### src/rtl/seven_seg_pkg.sv
// Shared encodings for the multiplexed four-digit 7-segment display bus.
// Segments and anodes are active-low; segment bits 6:0 map to g..a.
package seven_seg_pkg;

  localparam logic [6:0] SEG_0     = 7'h40;
  localparam logic [6:0] SEG_1     = 7'h79;
  localparam logic [6:0] SEG_2     = 7'h24;
  localparam logic [6:0] SEG_3     = 7'h30;
  localparam logic [6:0] SEG_4     = 7'h19;
  localparam logic [6:0] SEG_5     = 7'h12;
  localparam logic [6:0] SEG_6     = 7'h02;
  localparam logic [6:0] SEG_7     = 7'h78;
  localparam logic [6:0] SEG_8     = 7'h00;
  localparam logic [6:0] SEG_9     = 7'h18;
  localparam logic [6:0] SEG_BLANK = 7'h7F;

  localparam logic [3:0] NIB_BLANK = 4'hF;
  localparam logic [3:0] NIB_ERR   = 4'hE;

  localparam logic [3:0] AN_DIG0 = 4'b1110;
  localparam logic [3:0] AN_DIG1 = 4'b1101;
  localparam logic [3:0] AN_DIG2 = 4'b1011;
  localparam logic [3:0] AN_DIG3 = 4'b0111;

endpackage

### src/rtl/seg_decode.sv
// Combinational segment-pattern to BCD decoder; blank maps to NIB_BLANK,
// anything unrecognised maps to NIB_ERR with err_o set.
module seg_decode
  import seven_seg_pkg::*;
(
  input  logic [6:0] seg_i,
  output logic [3:0] nibble_o,
  output logic       err_o
);

  always_comb begin
    nibble_o = NIB_ERR;
    err_o    = 1'b0;
    case (seg_i)
      SEG_0:     nibble_o = 4'd0;
      SEG_1:     nibble_o = 4'd1;
      SEG_2:     nibble_o = 4'd2;
      SEG_3:     nibble_o = 4'd3;
      SEG_4:     nibble_o = 4'd4;
      SEG_5:     nibble_o = 4'd5;
      SEG_6:     nibble_o = 4'd6;
      SEG_7:     nibble_o = 4'd7;
      SEG_8:     nibble_o = 4'd8;
      SEG_9:     nibble_o = 4'd9;
      SEG_BLANK: nibble_o = NIB_BLANK;
      default: begin
        nibble_o = NIB_ERR;
        err_o    = 1'b1;
      end
    endcase
  end

endmodule

### src/rtl/seven_seg_capture.sv
// Samples the multiplexed display bus, captures each digit once its dwell has
// settled, and publishes the reassembled four-digit BCD value per frame.
module seven_seg_capture
  import seven_seg_pkg::*;
#(
  parameter int unsigned SETTLE_CYCLES  = 16,
  parameter int unsigned TIMEOUT_CYCLES = 200000
) (
  input  logic        clk,
  input  logic        rst_n,
  input  logic [7:0]  seg,
  input  logic [3:0]  an,
  output logic [15:0] bcd_out,
  output logic        frame_valid,
  output logic        frame_err,
  output logic        stale
);

  localparam int unsigned SettleW  = $clog2(SETTLE_CYCLES + 1);
  localparam int unsigned TimeoutW = $clog2(TIMEOUT_CYCLES + 1);
  localparam logic [SettleW-1:0]  SettleMax  = SettleW'(SETTLE_CYCLES);
  localparam logic [SettleW-1:0]  SettleLast = SettleW'(SETTLE_CYCLES - 1);
  localparam logic [TimeoutW-1:0] TimeoutMax = TimeoutW'(TIMEOUT_CYCLES);

  logic [7:0]          seg_d, seg_q;
  logic [3:0]          an_d, an_q;
  logic [11:0]         prev_d, prev_q;
  logic [SettleW-1:0]  settle_d, settle_q;
  logic [TimeoutW-1:0] timeout_d, timeout_q;
  logic [15:0]         shadow_d, shadow_q;
  logic [3:0]          seen_d, seen_q;
  logic                err_acc_d, err_acc_q;
  logic [15:0]         bcd_out_d, bcd_out_q;
  logic                frame_valid_d, frame_valid_q;
  logic                frame_err_d, frame_err_q;

  logic [3:0] dec_nib;
  logic       dec_err;
  logic [1:0] dig_idx;
  logic       one_hot;
  logic       stable;
  logic       capture;
  logic       publish;

  seg_decode u_seg_decode (
    .seg_i    (seg_q[6:0]),
    .nibble_o (dec_nib),
    .err_o    (dec_err)
  );

  always_comb begin
    seg_d  = seg;
    an_d   = an;
    prev_d = {an_q, seg_q};

    dig_idx = 2'd0;
    one_hot = 1'b1;
    case (an_q)
      AN_DIG0: dig_idx = 2'd0;
      AN_DIG1: dig_idx = 2'd1;
      AN_DIG2: dig_idx = 2'd2;
      AN_DIG3: dig_idx = 2'd3;
      default: one_hot = 1'b0;
    endcase

    stable = ({an_q, seg_q} == prev_q) && one_hot;
    // Capture on the step that takes the counter to SETTLE_CYCLES, so saturation
    // guarantees a single capture per dwell.
    capture = stable && (settle_q == SettleLast);
    publish = (seen_q == 4'b1111);

    if (!stable) begin
      settle_d = '0;
    end else if (settle_q == SettleMax) begin
      settle_d = settle_q;
    end else begin
      settle_d = settle_q + 1'b1;
    end

    if (publish) begin
      timeout_d = '0;
    end else if (timeout_q == TimeoutMax) begin
      timeout_d = timeout_q;
    end else begin
      timeout_d = timeout_q + 1'b1;
    end

    // Clearing precedes the capture update so a same-cycle capture opens the next frame.
    shadow_d  = shadow_q;
    seen_d    = publish ? 4'b0000 : seen_q;
    err_acc_d = publish ? 1'b0 : err_acc_q;
    if (capture) begin
      shadow_d[{dig_idx, 2'b00} +: 4] = dec_nib;
      seen_d[dig_idx]                 = 1'b1;
      err_acc_d                       = err_acc_d | dec_err;
    end

    frame_valid_d = publish;
    bcd_out_d     = publish ? shadow_q : bcd_out_q;
    frame_err_d   = publish ? err_acc_q : frame_err_q;
  end

  always_ff @(posedge clk or negedge rst_n) begin
    if (!rst_n) begin
      seg_q         <= 8'hFF;
      an_q          <= 4'hF;
      prev_q        <= 12'hFFF;
      settle_q      <= '0;
      timeout_q     <= '0;
      shadow_q      <= 16'hFFFF;
      seen_q        <= 4'b0000;
      err_acc_q     <= 1'b0;
      bcd_out_q     <= 16'hFFFF;
      frame_valid_q <= 1'b0;
      frame_err_q   <= 1'b0;
    end else begin
      seg_q         <= seg_d;
      an_q          <= an_d;
      prev_q        <= prev_d;
      settle_q      <= settle_d;
      timeout_q     <= timeout_d;
      shadow_q      <= shadow_d;
      seen_q        <= seen_d;
      err_acc_q     <= err_acc_d;
      bcd_out_q     <= bcd_out_d;
      frame_valid_q <= frame_valid_d;
      frame_err_q   <= frame_err_d;
    end
  end

  assign bcd_out     = bcd_out_q;
  assign frame_valid = frame_valid_q;
  assign frame_err   = frame_err_q;
  assign stale       = (timeout_q == TimeoutMax);

endmodule
### config.mk
export PLATFORM = sky130hd
export DESIGN_NAME = seven_seg_capture
export DESIGN_NICKNAME = d
export VERILOG_FILES = /design/src/rtl/seven_seg_pkg.sv /design/src/rtl/seg_decode.sv /design/src/rtl/seven_seg_capture.sv
export SDC_FILE = /design/constraint.sdc
export NUM_CORES = 1
export LEC_CHECK = 0
export CAP_MARGIN = 20
export CORE_UTILIZATION = 45
export DETAILED_ROUTE_END_ITERATION = 8
export DONT_BUFFER_PORTS = 1
export PLACE_DENSITY = 0.65
export RECOVER_POWER = 50
export SLEW_MARGIN = 20
export SYNTH_ARGS = -nofsm -noshare
export SYNTH_HDL_FRONTEND = slang
export SYNTH_SLANG_ARGS = --single-unit
### constraint.sdc
create_clock -name clk -period 4.6 [get_ports clk]
set_input_delay 0.46 -clock clk [delete_from_list [all_inputs] [get_ports clk]]
set_output_delay 0.46 -clock clk [all_outputs]
set_load 0.02 [all_outputs]
# [After elaboration in Yosys (flattened, before gate mapping)]
# Cells that the tools add are included.
# W data, S select, Z words.
[classes] addsub=3 mul=0 div=0 order_cmp=2 n_eq_ne=21 n_shift=2 muxes=15 bitwise_logic=2 reduce_logical=6
[ops] operator="$pmux W4 S11" n=1
[ops] operator="$mux W18" n=2
[ops] operator="$eq A7 B7 Y1 const B" n=4
[ops] operator="$eq A7 B5 Y1 const B" n=3
[ops] operator="$add A18 B1 Y18 const B" n=1
[ops] operator="$eq A18 B18 Y1 const B" n=1
[ops] operator="$bwmux W16" n=1
[ops] operator="$eq A4 B4 Y1 const B" n=4
[ops] operator="$shift A4 B6 Y16 const A" n=1
[ops] operator="$shiftx A4 B6 Y16" n=1
[ops] operator="$eq A7 B6 Y1 const B" n=2
[ops] operator="$eq A12 B12 Y1" n=1
[ops] operator="$reduce_or A11 Y1" n=1
[ops] operator="$mux W5" n=2
[ops] operator="$mux W4" n=2
[ops] operator="$eq A7 B2 Y1 const B" n=1
[ops] operator="$logic_not A7 Y1" n=1
[ops] operator="$neg A4 Y6" n=1
[ops] operator="$pmux W2 S3" n=1
[ops] operator="$add A5 B1 Y5 const B" n=1
[ops] operator="$eq A5 B4 Y1 const B" n=1
[ops] operator="$eq A5 B5 Y1 const B" n=1
[ops] operator="$mux W1" n=5
[ops] operator="$eq A4 B3 Y1 const B" n=1
[ops] operator="9 further kinds" n=11
[word_totals] ff_bits=86 latchBits=0 ramBits=0 rom_bits=0 wordCells=62 mem_count=0

# [Depth between registers and ports, before layout]
[depth] depth_word=8 depth_mapped=9 ltp_nobuf=8

# [Cells and area by module]
# Synthesis repeated with hierarchy kept, for this count alone.
[hier_totals] cells_unflattened=372 area_unflattened_um2=4025.1
[modules_own_cells] mod="seven_seg_capture" n_inst=1 cells_per_inst=322 area_per_inst_um2=3683.5 seq_area_each_um2=2222.1
[modules_own_cells] mod="seg_decode" n_inst=1 cells_per_inst=50 area_per_inst_um2=341.6 seq_area_each_um2=0.0

# [Worst setup path after synthesis]
# OpenSTA, ideal clock, no wires.
[synth_timing] path_kind="register to register" startpoint="reg an_q[1]" endpoint="reg shadow_q[13]" setup_time_ps=79 arrival_time_ps=2111 required_time_ps=4521 slack_ps=2410 path_stages_with_launch=8 cell_sequence="dfstp_2 > buf_6 > xor2_1 > nand3_1 > ha_1 > or3_1 > or3_1 > o21ai_0"
[synth_via] elab_chain_len=5 elab_cells_between_ends=14 cone_classes="add/sub: 1; eq/ne: 5; shift: 2; mux: 3; reduce/logical: 3"
[synth_rtl] element="start, declared" line="seven_seg_capture.sv:26" source="logic [3:0] an_d, an_q;"
[synth_rtl] element="start signal, assigned" line="seven_seg_capture.sv:118" source="an_q <= an_d;"
[synth_rtl] element="$eq A4 B3 Y1 or $eq A4 B4 Y1 (tied branches)" line="seven_seg_capture.sv:58" source="case (an_q)"
[synth_rtl] element="$pmux W2 S3 or $reduce_or A4 Y1 (tied branches)"
[synth_rtl] element="$neg A4 Y6 or $mux W1 (tied branches)" line="seven_seg_capture.sv:93, seven_seg_capture.sv:58"
[synth_rtl] element="$shiftx A4 B6 Y16, or another cell as far along" line="seven_seg_capture.sv:93" source="shadow_d[{dig_idx, 2'b00} +: 4] = dec_nib;"
[synth_rtl] element="$bwmux W16 or $logic_and A1 B1 Y1 (tied branches)" line="seven_seg_capture.sv:93, seven_seg_capture.sv:69"
[synth_rtl] element="end signal, assigned" line="seven_seg_capture.sv:122" source="shadow_q <= shadow_d;"
[synth_rtl] element="end, declared" line="seven_seg_capture.sv:30" source="logic [15:0] shadow_d, shadow_q;"
# Parallel ways exist; a longest one is shown, timed or not.
# A chain may end at the register's enable or synchronous reset.

# [Final worst setup path]
[layout_timing] startpoint="reg seg_q[5]" endpoint="reg shadow_q[3]"
[layout_via] elab_chain_len=4 elab_cells_between_ends=17 cone_classes="eq/ne: 11; shift: 1; mux: 2; reduce/logical: 3"
[layout_rtl] element="start, declared" line="seven_seg_capture.sv:25" source="logic [7:0] seg_d, seg_q;"
[layout_rtl] element="start signal, assigned" line="seven_seg_capture.sv:117" source="seg_q <= seg_d;"
[layout_rtl] element="$eq A7 B7 Y1, or another cell as far along" line="seg_decode.sv:14" source="case (seg_i)"
[layout_rtl] element="$pmux W4 S11" line="seg_decode.sv:14"
[layout_rtl] element="$shiftx A4 B6 Y16" line="seven_seg_capture.sv:93"
[layout_rtl] element="$bwmux W16" line="seven_seg_capture.sv:93"
# Parallel ways exist; a longest one is shown, timed or not.

==> run summary <==
DP Area = 4143 µm²
Worst R2R Path Depth = 5
Critical Path Max Stage Delay = 0.69 ns
Sequential cell area = 2222 µm²
via count = 2691
fin. max-slew vios = 0
Post-CTS Resized = 0
Layout fillers = 807
synthesized net count = 414
Slew HR = 0.3901
failing checks = negative hold slack
Total Routing Usage GR = 0.1614
Via density = 5.425
layout cell share with drive strength beyond 1 = 0.2320
post-route design area = 4365 µm²
Final Setup Violations = 0
initial antenna violation count = 0
sw frac = 0.2355
RSZ-0062 raised after global routing = no
Slew @ Worst Pin = 0.9092 ns
Core Area = 8763 µm²
combinational share of power = 0.042
r2r startpoint = seg_q[5]
width of the die = 97.54 µm
first-pass GRT wire length = 12.30 mm
root buffer cell = clkbuf_8
MaxCap Viol Count = 0
synth cell count leaders = nand2_1 (63), dfstp_2 (56), dfrtp_1 (30)
GPL Wtd Cong = 0.8284
hold crit path type = primary input to async pin
Die Ht = 97.54 µm
critical setup path kind = flop to flop
Diodes inserted = 0
Ys Warns = 0
# IOs = 33
minimum clock period = 2.402 ns
IO buf count = 0
drt drc = 0
Clock power frac = 0.379
CP startpoint kind = flop
total gr overflow = 0
share of the synthesized area in the top cell type = 0.3582
largest net degree at the start of global routing = 87
worst path required time = 4.88 ns
H-tree depth = 3
fmax = 416.3 MHz
status = finished with violations
Setup crit end kind = flop
CP Data Arrival Time = 2.68 ns
final antenna-violating net count = 0
internal power = 1.051 mW
worst-path cell chain = xor2_1 -> nor4_1 -> nand3_2 -> nor3_1 -> mux2_2
setup TNS = 0 ns
CP max-delay cell = dfstp_2
sequential-to-total area share from yosys stat = 0.5410
Final Net Count = 409
cell taking the most area after synthesis = dfstp_2
total CTS buffers = 9
Synth Instances = 388
EDFF count, synth = 0
leakage = 1.859 nW
Setup Skew = 0.01243 ns
final wirelength = 7.235 mm
Rows = 34
insertion delay to the later sink of the worst-skew pair = 0.35 ns
vias in the first global route = 2537
VDD IR max = 0.0002231 V
routed len/inst = 14.59 µm
pwr/cell area = 315.0 nW/µm²
starting density of the core = 0.4687
synth-to-layout area growth = 6.275%
Setup crit end = shadow_q[3]
Sw Pwr = 0.3239 mW
CP Max Fanout = 18
count leader, synth = nand2_1
RR Endpoint = shadow_q[3]
area taken by multi-input logic gates = 1737 µm²
DIE AREA = 9514 µm²
FF-to-FF setup slack = 2.20 ns
Min Hold Slack = -0.009448 ns
cell area after synthesis = 4108 µm²
Clock Pin Slew Worst Setup and Hold Paths = 0.09 ns
maximum clock path buffer count = 2
first drt pass iteration count = 4
detailed placer's ending HPWL = 4.874 mm
ys async rst share = 1.000
clk sink count = 86
final hold vios = 6
CTS tree = built
Seq cells post-synth = 86
syn avg cell area = 10.59 µm²
synth top area cells = dfstp_2 (36%), dfrtp_1 (18%), nand2_1 (5.8%), xor2_1 (5.5%), ha_1 (3.7%)
Tcrit/Tclk final = 0.5222
first-iteration detailed-routing DRC count = 92
synth unique cells = 51
Flop pwr share = 0.578
Worst Setup SP = seg_q[5]
Main synth FF type = dfstp_2
==> worst min-delay path by stage <==
stage               startpoint           to  slack [ns]  cells past startpoint
global placement         rst_n  frame_valid        0.17                      0
global route             rst_n  frame_valid        0.02                      1
detailed placement       rst_n  frame_valid        0.17                      0
floorplan                rst_n    err_acc_q        0.16                      0
finish                   rst_n  frame_valid      -0.009                      1
CTS                      rst_n  frame_valid       0.006                      1
==> critical path, delay by kind of cell, from the launching register on <==
family | cells | cell delay (ns)
simple gates | 3 | 1.15
mux | 1 | 0.39
xor+xnor | 1 | 0.10
flops | 1 | 0.69
==> final cells by class <==
class,instances,share of cell area
clock inverters,7,0.01634
multi-input cells,273,0.3978
inverters,11,0.009458
clock buffers,9,0.02837
repair buffers,2,0.008025
well taps,108,0.03095
flip-flops and latches,86,0.5090
==> per-layer routing <==
layer,vias up,share of wire,GRT usage
li1,1321,-,-
met1,1319,0.51,0.2303
met5,-,0,0
met2,45,0.45,0.2399
met3,6,0.031,0.03381
met4,0,0.011,0.06448
==> sequential cells by signal (all words and copies together) (netlist names), 4 cells and up <==
name and count:
timeout_q 18, bcd_out 16, shadow_q 16, prev_q 12
seg_q 8, settle_q 5, an_q 4, seen_q 4
==> cell usage in the layout, fill, tap and decap left out, types with 2 or more instances in the layout <==
master     n
nor4_1     4
and4_1     3
mux2_2     8
clkbuf_8   9
nor3_1    11
nor3b_1    5
xor2_1    26
dfstp_2   56
nand3b_1   3
o21ai_1    2
dfrtp_1   30
nand3_1   13
a32o_1     5
o21bai_1   3
or4_1      2
and3_1     8
nand4_1    7
and2_1     2
clkinv_2   3
o21ai_0   17
o31ai_1    2
a31oi_1    2
ha_1      12
inv_1     10
nor2b_1    2
nor4_2     2
nand2b_1   2
mux2i_1    2
nand2_1   63
a21o_1     3
a21oi_1    8
or3_1      8
inv_6      2
nor2_1    26
xnor2_1    8
a211oi_2   2
==> metrics by stage <==
step                std cells  total power, mW    util  hold slack (ns)  setup slack (ns)
floorplan                 388           0.8436       -           0.1644             2.410
global placement          479           0.8492  0.4727           0.1660             2.284
detailed placement        479           0.8501  0.4727           0.1659             2.233
CTS                       496            1.394  0.4981         0.005960             2.200
global route              496            1.431  0.4981          0.01816             2.006
finish                    496            1.375  0.4981        -0.009448             2.198
==> timing repair <==
| item | 4_1_cts | 5_1_grt |
|---|---|---|
| setup buffers | 0 | 0 |
| hold buffers | 1 | 0 |
| endpoints found under the hold margin | 86 | 0 |
==> power by group through the flow <==
stage / Sequential, mW / Clock [mW] / Combinational [mW]
6_report: 0.795 / 0.522 / 0.0584
4_1_cts: 0.795 / 0.539 / 0.0597
3_5_place_dp: 0.808 / 0 / 0.0423
2_1_floorplan: 0.796 / 0 / 0.0477
3_3_place_gp: 0.807 / 0 / 0.0421
5_1_grt: 0.798 / 0.567 / 0.0662
==> kinds of logic (layout without fill, tap and decap cells) <==
family	count (synthesis)	in the layout	synth area share
adders and majority gates	12	12	0.03655
buffers and inverters	29	29	0.03625
DFF	86	86	0.5410
muxes	10	10	0.02681
AOI/OAI and AO/OA	49	49	0.07950
xor gates and xnor gates	34	34	0.07250
and+or+nand+nor	168	168	0.2074
Power figures use the tool's default switching activity.
